`src/rtl/muldiv_unit.sv`:
```
// ============================================================================
// Module  : muldiv_unit
// Brief   : Iterative radix-2 HI/LO multiply/divide unit (MULT[U]/DIV[U]).
// Rev     : 1.0  initial release
// ============================================================================
`default_nettype none

module muldiv_unit #(
  parameter int WIDTH = 32
) (
  input  logic             clk,
  input  logic             reset,
  input  logic             start,
  input  logic [1:0]       op,
  input  logic [WIDTH-1:0] a,
  input  logic [WIDTH-1:0] b,
  input  logic             hi_we,
  input  logic             lo_we,
  input  logic [WIDTH-1:0] wdata,
  output logic             busy,
  output logic             done,
  output logic [WIDTH-1:0] hi,
  output logic [WIDTH-1:0] lo
);

  localparam int c_cnt_w = (WIDTH > 1) ? $clog2(WIDTH) : 1;
  localparam logic [c_cnt_w-1:0] c_last = c_cnt_w'(WIDTH - 1);

  typedef enum logic [1:0] {
    S_IDLE = 2'd0,
    S_CALC = 2'd1,
    S_FIX  = 2'd2
  } state_t;

  state_t               r_state;
  state_t               w_state_nxt;
  logic                 w_busy;
  logic                 w_accept;

  logic [c_cnt_w-1:0]   r_step;
  logic [2*WIDTH-1:0]   r_p;
  logic [WIDTH-1:0]     r_m;
  logic                 r_op_div;
  logic                 r_neg_q;
  logic                 r_neg_r;
  logic [WIDTH-1:0]     r_hi;
  logic [WIDTH-1:0]     r_lo;
  logic                 r_done;

  logic                 w_a_neg;
  logic                 w_b_neg;
  logic                 w_b_zero;
  logic [WIDTH-1:0]     w_abs_a;
  logic [WIDTH-1:0]     w_abs_b;
  logic [WIDTH:0]       w_add;
  logic [2*WIDTH-1:0]   w_mul_nxt;
  logic [WIDTH:0]       w_shift;
  logic                 w_ge;
  logic [WIDTH-1:0]     w_sub;
  logic [WIDTH-1:0]     w_rem_nxt;
  logic [2*WIDTH-1:0]   w_div_nxt;
  logic [2*WIDTH-1:0]   w_prod_fix;
  logic [WIDTH-1:0]     w_quot;
  logic [WIDTH-1:0]     w_rem;
  logic [WIDTH-1:0]     w_quot_fix;
  logic [WIDTH-1:0]     w_rem_fix;

  // ---------------------------------------------------------------- FSM
  always_ff @(posedge clk or negedge reset) begin
    if (!reset) begin
      r_state <= S_IDLE;
    end else begin
      r_state <= w_state_nxt;
    end
  end

  always_comb begin
    w_state_nxt = r_state;
    w_busy      = 1'b0;
    w_accept    = 1'b0;
    case (r_state)
      S_IDLE: begin
        if (start) begin
          w_state_nxt = S_CALC;
          w_accept    = 1'b1;
        end
      end
      S_CALC: begin
        w_busy = 1'b1;
        if (r_step == c_last) begin
          w_state_nxt = S_FIX;
        end
      end
      S_FIX: begin
        w_busy      = 1'b1;
        w_state_nxt = S_IDLE;
      end
      default: w_state_nxt = S_IDLE;
    endcase
  end

  // ---------------------------------------------------------- operand prep
  // A zero divisor forces a positive quotient so the all-ones pattern and
  // the sign-restored dividend fall out of the normal datapath.
  always_comb begin
    w_a_neg  = op[0] & a[WIDTH-1];
    w_b_neg  = op[0] & b[WIDTH-1];
    w_b_zero = (b == '0);
    w_abs_a  = w_a_neg ? -a : a;
    w_abs_b  = w_b_neg ? -b : b;
  end

  // ---------------------------------------------------------- step logic
  always_comb begin
    w_add     = {1'b0, r_p[2*WIDTH-1:WIDTH]} + (r_p[0] ? {1'b0, r_m} : '0);
    w_mul_nxt = {w_add, r_p[WIDTH-1:1]};

    w_shift   = {r_p[2*WIDTH-1:WIDTH], r_p[WIDTH-1]};
    w_ge      = (w_shift >= {1'b0, r_m});
    w_sub     = w_shift[WIDTH-1:0] - r_m;
    w_rem_nxt = w_ge ? w_sub : w_shift[WIDTH-1:0];
    w_div_nxt = {w_rem_nxt, r_p[WIDTH-2:0], w_ge};

    w_prod_fix = r_neg_q ? -r_p : r_p;
    w_quot     = r_p[WIDTH-1:0];
    w_rem      = r_p[2*WIDTH-1:WIDTH];
    w_quot_fix = r_neg_q ? -w_quot : w_quot;
    w_rem_fix  = r_neg_r ? -w_rem : w_rem;
  end

  // ---------------------------------------------------------- datapath
  always_ff @(posedge clk or negedge reset) begin
    if (!reset) begin
      r_step   <= '0;
      r_p      <= '0;
      r_m      <= '0;
      r_op_div <= 1'b0;
      r_neg_q  <= 1'b0;
      r_neg_r  <= 1'b0;
      r_hi     <= '0;
      r_lo     <= '0;
      r_done   <= 1'b0;
    end else begin
      r_done <= (r_state == S_FIX);

      if (w_accept) begin
        r_step   <= '0;
        r_p      <= {{WIDTH{1'b0}}, w_abs_a};
        r_m      <= w_abs_b;
        r_op_div <= op[1];
        r_neg_q  <= (w_a_neg ^ w_b_neg) & ~(op[1] & w_b_zero);
        r_neg_r  <= w_a_neg;
      end else if (r_state == S_CALC) begin
        r_p    <= r_op_div ? w_div_nxt : w_mul_nxt;
        r_step <= (r_step == c_last) ? '0 : r_step + 1'b1;
      end

      // Result registers only change on the FIX edge or a direct write while idle.
      if (r_state == S_FIX) begin
        if (r_op_div) begin
          r_hi <= w_rem_fix;
          r_lo <= w_quot_fix;
        end else begin
          r_hi <= w_prod_fix[2*WIDTH-1:WIDTH];
          r_lo <= w_prod_fix[WIDTH-1:0];
        end
      end else if (!w_busy) begin
        if (hi_we) r_hi <= wdata;
        if (lo_we) r_lo <= wdata;
      end
    end
  end

  assign busy = w_busy;
  assign done = r_done;
  assign hi   = r_hi;
  assign lo   = r_lo;

endmodule

`default_nettype wire

```
`config.mk`:
```
export PLATFORM = sky130hd
export DESIGN_NAME = muldiv_unit
export DESIGN_NICKNAME = d
export VERILOG_FILES = /design/src/rtl/muldiv_unit.sv
export SDC_FILE = /design/constraint.sdc
export NUM_CORES = 1
export LEC_CHECK = 0
export ABC_AREA = 1
export BUFFER_PORTS_ARGS = -buffer_cell sky130_fd_sc_hd__buf_4
export CELL_PAD_IN_SITES_DETAIL_PLACEMENT = 0
export CELL_PAD_IN_SITES_GLOBAL_PLACEMENT = 1
export CORE_ASPECT_RATIO = 0.5
export CORE_UTILIZATION = 42
export DETAILED_ROUTE_END_ITERATION = 8
export HOLD_SLACK_MARGIN = 0.03
export PLACE_DENSITY_LB_ADDON = 0.15
export SYNTH_ARGS = -nofsm -noshare
export SYNTH_HDL_FRONTEND = slang
export SYNTH_SLANG_ARGS = --single-unit
```
`constraint.sdc`:
```
create_clock -name clk -period 3.15 [get_ports clk]
set_input_delay 0 -clock clk [delete_from_list [all_inputs] [get_ports clk]]
set_output_delay 0 -clock clk [all_outputs]
set_load 0.05 [all_outputs]
```
==> flow_metrics.py, run 1 <==
metrics = {
    "clock_network": {
        "clkTransAtPathRegs_ns": 0.08,
        "clk-insertion-delay-late_ns": 0.48,
        "cts_max_level": 4,
        "numCtsBuffers": 17,
        "cts_tree": "yes",
        "cts_buffer_depth": 2,
        "clock_sinks": 171,
        "cts_root_buf": "clkbuf_16",
    },
    "global_route": {
        "grt_usage_pct": 36.1,
        "grt_start_max_net_pins": 99,
        "gr-total-overflow": 0,
        "antenna_found_initial": 4,
        "grt_pass1_vias": 19008,
        "grt_pass1_wl_microns": 115000,
    },
    "final_layout": {
        "final_area_sq_mm": 0.0212,
        "layout-drive-gt1-share_pct": 10.0,
        "register_area_sq_mm": 0.00428,
        "syn_to_final_growth_pct": 22.5,
        "n_fill_cell": 4338,
        "final_core_util_pct": 52.3,
        "fin_cells": 3785,
        "multi_input_area_sq_mm": 0.0111,
        "nets": 3412,
    },
    "min_path": {
        "holdCritStartpoint": "op[0]",
        "hold_path.class": "primary input to flop",
    },
    "synthesis": {
        "ys_types": 50,
        "synthesis.area_sq_mm": 0.0173,
        "synth_top_cell_by_area": "dfrtp_1",
        "synth.most_common_cell": "nand2_1",
        "synth_nets": 3139,
        "netlist_top_cells_count": "850 x nand2_1, 406 x inv_1, 359 x nor2_1",
        "syn_area_per_cell_sq_um": 5.84,
        "ys_top_cells_by_area": "dfrtp_1 25%, nand2_1 18%, nand3_1 9.4%",
        "yosys.area.top_type_share_pct": 24.8,
        "ys_warn_count": 0,
        "synth_edf_count": 0,
        "ys.flop_type": "dfrtp_1",
        "seq_area_frac_synth_pct": 24.8,
        "async_flop_share_pct": 100,
        "synthCells": 2959,
        "ys_ff_latch": 171,
    },
    "detailed_routing": {
        "ant_nets": 0,
        "wl_per_cell_microns": 20.3,
        "vias": 20802,
        "vias_per_cell": 5.50,
        "route.detailed.drc": 0,
        "firstDrtPassIters": 5,
        "wirelength_microns": 76900,
        "drt-initial-drc-count": 1945,
    },
    "setup_path": {
        "critPathCaptureType": "flop",
        "startpoint": "r_m[0]$_DFFE_PN0P_",
        "crit_fanout": 3,
        "path_common_cell": "nand3_1",
        "required_ns": 3.52,
        "critPathKind": "flop to flop",
        "worstPathCellList": "nand2_1, inv_1, ha_1, inv_1, fa_1, o21ai_1, buf_4, nand2_1, nand3_1, nand3b_1, nand3_1, nand3_1, nand3_1, nand2_1",
        "cp-start-kind": "flop",
        "arrival_ns": 3.28,
        "cp_slowest_stage_delay_ns": 0.50,
        "reg2reg_slack_ns": 0.24,
        "critPathSlowestCell": "fa_1",
        "regToRegStartpoint": "r_m[0]$_DFFE_PN0P_",
    },
    "timing": {
        "layout_min_cycle_time_ns": 2.91,
        "fin_crit_sh_pct": 92.5,
        "tns_ns": 0,
        "hold_violations": 0,
        "finalSetupViolations": 0,
        "worstMarginPinSlew_ns": 1.10,
        "max_freq_mhz": 343,
        "rsz0062_at_grt": "false",
        "slew_headroom_pct": 26.4,
        "slew_violations": 0,
        "clock_skew_ns": 0.0164,
    },
    "floorplanning": {
        "die_area_sq_mm": 0.0420,
        "core.rowCount": 52,
        "core_area_sq_mm": 0.0405,
        "die_w_microns": 289,
        "initial_core_util_pct": 42.7,
        "die_y_microns": 145,
        "io-pin-count": 169,
    },
    "place": {
        "placed_cells": 3644,
        "place_congestion": 1.02,
        "portBuffers": 168,
        "place_area_sq_mm": 0.0194,
        "hpwl_microns": 61500,
    },
    "power_and_ir_drop": {
        "power_density_mw_per_mm2": 1160,
        "cellLeakagePower_nw": 10.8,
        "peakVddDrop_mv": 0.547,
    },
    "run_status": {
        "status": "finished clean",
    },
    "run": {
        "maxCapViolCount": 0,
    },
}
through the flow:
| stage | hold WS, ns | total power, W | setup WS (ns) |
|---|---|---|---|
| after detailed placement | 0.192 | 0.0217 | 0.145 |
| final | 0.0408 | 0.0246 | 0.235 |
| after global placement | 0.185 | 0.0216 | 0.0680 |
| after floorplan | -0.296 | 0.0157 | 0.596 |
| after global routing | 0.0699 | 0.0264 | 0.0385 |
| after CTS | 0.0315 | 0.0243 | 0.116 |
registers in the layout (all words and copies together) (netlist names):
name      cells
done          1
hi           32
r_neg_r       1
r_neg_q       1
r_m          32
lo           32
r_op_div      1
r_p          64
r_step        5
r_state       2
logic make-up after synthesis:
family,Yosys count,synth area share [%]
xor+xnor,46,2.33
compound gates,491,15.4
flops,171,24.8
fa+ha+maj,77,5.66
buf+inv,508,11.3
simple gates,1666,40.5
where the power goes:
part	total (W)	switching, W	internal, W
sequential	0.00439	0.00113	0.00326
clock	0.00243	0.00113	0.00130
combinational	0.0178	0.0123	0.00541
total	0.0246	0.0146	0.00997
worst paths after layout:
path                                             to  depth (start not counted)
worst max register to register  r_p[59]$_DFFE_PN0P_                         14
max in group asynchronous        hi[24]$_DFFE_PN0P_                          3
worst max-delay path            r_p[59]$_DFFE_PN0P_                         14
min in group asynchronous        r_p[4]$_DFFE_PN0P_                          2
worst min-delay path            r_m[31]$_DFFE_PN0P_                          4
worst min register to register   lo[29]$_DFFE_PN0P_                          2
timing repair:
item,in CTS,in global routing
hold buffers,109,0
endpoints found under the hold margin,225,0
resized for setup,0,2
endpoints found under the setup margin,0,14
buffers inserted,0,0
critical path, delay by kind of cell, from the launching register on:
| kind | cells | cell delay (ns) |
|---|---|---|
| compound gates | 1 | 0.28 |
| fa+ha+maj | 2 | 0.79 |
| buf+inv | 3 | 0.42 |
| flops | 1 | 0.41 |
| simple gates | 8 | 0.91 |
area by class of cell:
| class | instances | area share, % |
|---|---|---|
| Sequential cell | 171 | 20.2 |
| Clock buffer | 17 | 2.01 |
| Multi-Input combinational cell | 2280 | 52.3 |
| Antenna cell | 1 | 0.0118 |
| Inverter | 411 | 7.29 |
| Timing Repair Buffer | 351 | 13.9 |
| Tap cell | 540 | 3.19 |
| Clock inverter | 14 | 1.02 |
placed cells by master (no fill, tap or decap), drive strengths merged, types with 11 or more instances in the layout:
cell / synthesis / routed
a31oi: 31 / 31
ha: 75 / 75
nor3: 28 / 28
clkbuf: 69 / 17
a21oi: 209 / 209
xnor2: 13 / 13
inv: 411 / 420
dlygate4sd3: 0 / 109
dfrtp: 171 / 171
nand2: 854 / 854
nand3: 328 / 328
buf: 28 / 242
o21ai: 196 / 196
or2: 16 / 16
o21bai: 14 / 14
nand3b: 13 / 13
nand4: 48 / 48
a22oi: 11 / 11
nor2: 369 / 369
xor2: 33 / 33
routing by layer:
metal	GRT usage [%]	share of wire [%]
met1	51.6	46
met2	56.6	44
met3	5.11	7.2
met4	10.3	2.7
met5	0	0.0091
Note: power is estimated with default switching activity, not from simulation.
==> inputs of run 2 (changes only) <==
Settings changed: SETUP_SLACK_MARGIN set to 0.4.
==> run 2 against run 1 <==
- via count up 0.34%
- hold slack improved by 0.0061 ns
- highest routed layer unchanged
- wire length up 0.36%
- die area stayed put
- final cell count rose by 0.24%
- first-iteration DRC count grew 1.8%
- critical endpoint is now r_p[48]$_DFFE_PN0P_
==> flow_metrics.py, run 2 (synthesized netlist as in run 1, its figures left out) <==
metrics = {
    "run_status": {
        "status": "finished clean",
    },
    "floorplanning": {
        "die_w_microns": 289,
        "initial_core_util_pct": 42.7,
        "die_area_sq_mm": 0.0420,
        "core_area_sq_mm": 0.0405,
        "die_y_microns": 145,
        "core.rowCount": 52,
        "io-pin-count": 169,
    },
    "clock_network": {
        "clk-insertion-delay-late_ns": 0.47,
        "numCtsBuffers": 17,
        "clock_sinks": 171,
        "cts_buffer_depth": 2,
        "clkTransAtPathRegs_ns": 0.08,
        "cts_max_level": 4,
        "cts_root_buf": "clkbuf_16",
        "cts_tree": "yes",
    },
    "detailed_routing": {
        "route.detailed.drc": 0,
        "wl_per_cell_microns": 20.3,
        "drt-initial-drc-count": 1980,
        "vias": 20872,
        "wl_met1_microns": 35400,
        "wl_met2_microns": 34400,
        "wl_met3_microns": 5290,
        "ant_nets": 0,
        "firstDrtPassIters": 6,
        "top_layer": "met5",
        "wirelength_microns": 77200,
        "vias_per_cell": 5.50,
    },
    "setup_path": {
        "reg2reg_slack_ns": 0.46,
        "startpoint": "r_p[0]$_DFFE_PN0P_",
        "arrival_ns": 3.04,
        "crit_fanout": 24,
        "regToRegStartpoint": "r_p[0]$_DFFE_PN0P_",
        "critPathCaptureType": "flop",
        "critPathCapture": "r_p[48]$_DFFE_PN0P_",
        "reg2regPathDepth": 14,
        "cp-start-kind": "flop",
        "timing.rr.end": "r_p[48]$_DFFE_PN0P_",
        "critPathKind": "flop to flop",
        "required_ns": 3.50,
    },
    "global_route": {
        "grt_usage_pct": 36.2,
        "grt_pass1_wl_microns": 115000,
        "gr-total-overflow": 0,
        "grt_pass1_vias": 19001,
        "grt_start_max_net_pins": 99,
        "antenna_found_initial": 5,
    },
    "run": {
        "maxCapViolCount": 0,
    },
    "power_and_ir_drop": {
        "cellLeakagePower_nw": 10.9,
        "total_power_w": 0.0251,
        "peakVddDrop_mv": 0.547,
        "power_density_mw_per_mm2": 1170,
    },
    "place": {
        "portBuffers": 168,
        "place_congestion": 1.02,
        "hpwl_microns": 61500,
        "place_area_sq_mm": 0.0194,
    },
    "timing": {
        "slew_headroom_pct": 24.8,
        "tns_ns": 0,
        "slew_violations": 0,
        "clock_skew_ns": 0.0143,
        "finalSetupViolations": 0,
        "worstMarginPinSlew_ns": 1.13,
        "max_freq_mhz": 372,
        "layout_min_cycle_time_ns": 2.69,
        "hold_violations": 0,
        "rsz0062_at_grt": "true",
        "fin_crit_sh_pct": 85.3,
        "hold_slack_ns": 0.0470,
    },
    "final_layout": {
        "final_cell_mix": "845 x nand2_1, 404 x inv_1, 342 x nor2_1",
        "final_core_util_pct": 53.2,
        "syn_to_final_growth_pct": 24.6,
        "largest_register_ffs": 64,
        "layout-drive-gt1-share_pct": 12.1,
        "final_area_sq_mm": 0.0215,
        "nets": 3421,
        "n_fill_cell": 4320,
        "layout_commonest_cell": "nand2_1",
        "regMostFlops": "r_p",
    },
    "min_path": {
        "hold_path.class": "primary input to flop",
    },
}
run 2: cell types whose count changed in the layout (fill, tap and decap cells not counted), moves of 8 or more:
cell    previous run  this run
ha_4               0         8
ha_2               1         9
nor2_1           357       342
nor2_2             9        20
ha_1              74        58
run 2: area by class of cell:
cell class / instances / area [sq um] / area share [%]
sequential: 171 / 4290 / 19.9
clock inverter: 14 / 216 / 1.00
inverter: 411 / 1550 / 7.18
antenna: 1 / 2.50 / 0.0116
multi-input combinational: 2280 / 11300 / 52.7
timing repair buffer: 360 / 3040 / 14.1
tap: 540 / 676 / 3.14
clock buffer: 17 / 425 / 1.97
run 2: worst max-delay path, cell delays in order (launching register included):
cell,delay (ns)
dfrtp_1,0.39
buf_4,0.18
buf_8,0.18
nand2_1,0.08
inv_1,0.04
ha_1,0.35
nand2_1,0.13
nor2_1,0.23
inv_1,0.14
nor2_1,0.17
nand4_1,0.19
nand4_1,0.15
nand3_1,0.11
nand3_1,0.14
nand2_1,0.07
run 2: power breakdown:
group	total, W	leakage [nW]	internal (W)	switching, W
clock	0.00243	0.314	0.00130	0.00114
sequential	0.00440	2.02	0.00327	0.00113
combinational	0.0183	8.53	0.00573	0.0126
run 2: how the worst min path moves through the flow:
stage	startpoint	to	slack, ns	cells past startpoint
after floorplan	reset	done$_DFF_PN0_	-0.30	0
after global placement	reset	r_p[4]$_DFFE_PN0P_	0.19	1
after detailed placement	reset	r_p[4]$_DFFE_PN0P_	0.19	1
after CTS	op[0]	r_m[31]$_DFFE_PN0P_	0.03	4
after global routing	op[0]	r_m[31]$_DFFE_PN0P_	0.07	4
final	op[0]	r_m[31]$_DFFE_PN0P_	0.05	4
run 2: stage by stage:
step	std cells	worst slack (ns)
2_1_floorplan	2959	0.596
3_3_place_gp	3644	0.0680
3_5_place_dp	3644	0.145
4_1_cts	3784	0.396
5_1_grt	3794	0.326
6_report	3794	0.464
run 2: metal layers:
layer	vias to the layer above	track usage (%)
met5	-	0
met4	2	10.2
met3	116	5.20
met2	794	56.5
met1	9823	51.7
li1	10137	-
run 2: repair_timing:
action | 4_1_cts | 5_1_grt
endpoints found under the setup margin | 24 | 35
buffers inserted | 0 | 9
resized for setup | 8 | 64
hold buffers | 109 | 0
pin swaps | 0 | 6
hold endpoints to repair | 225 | 0
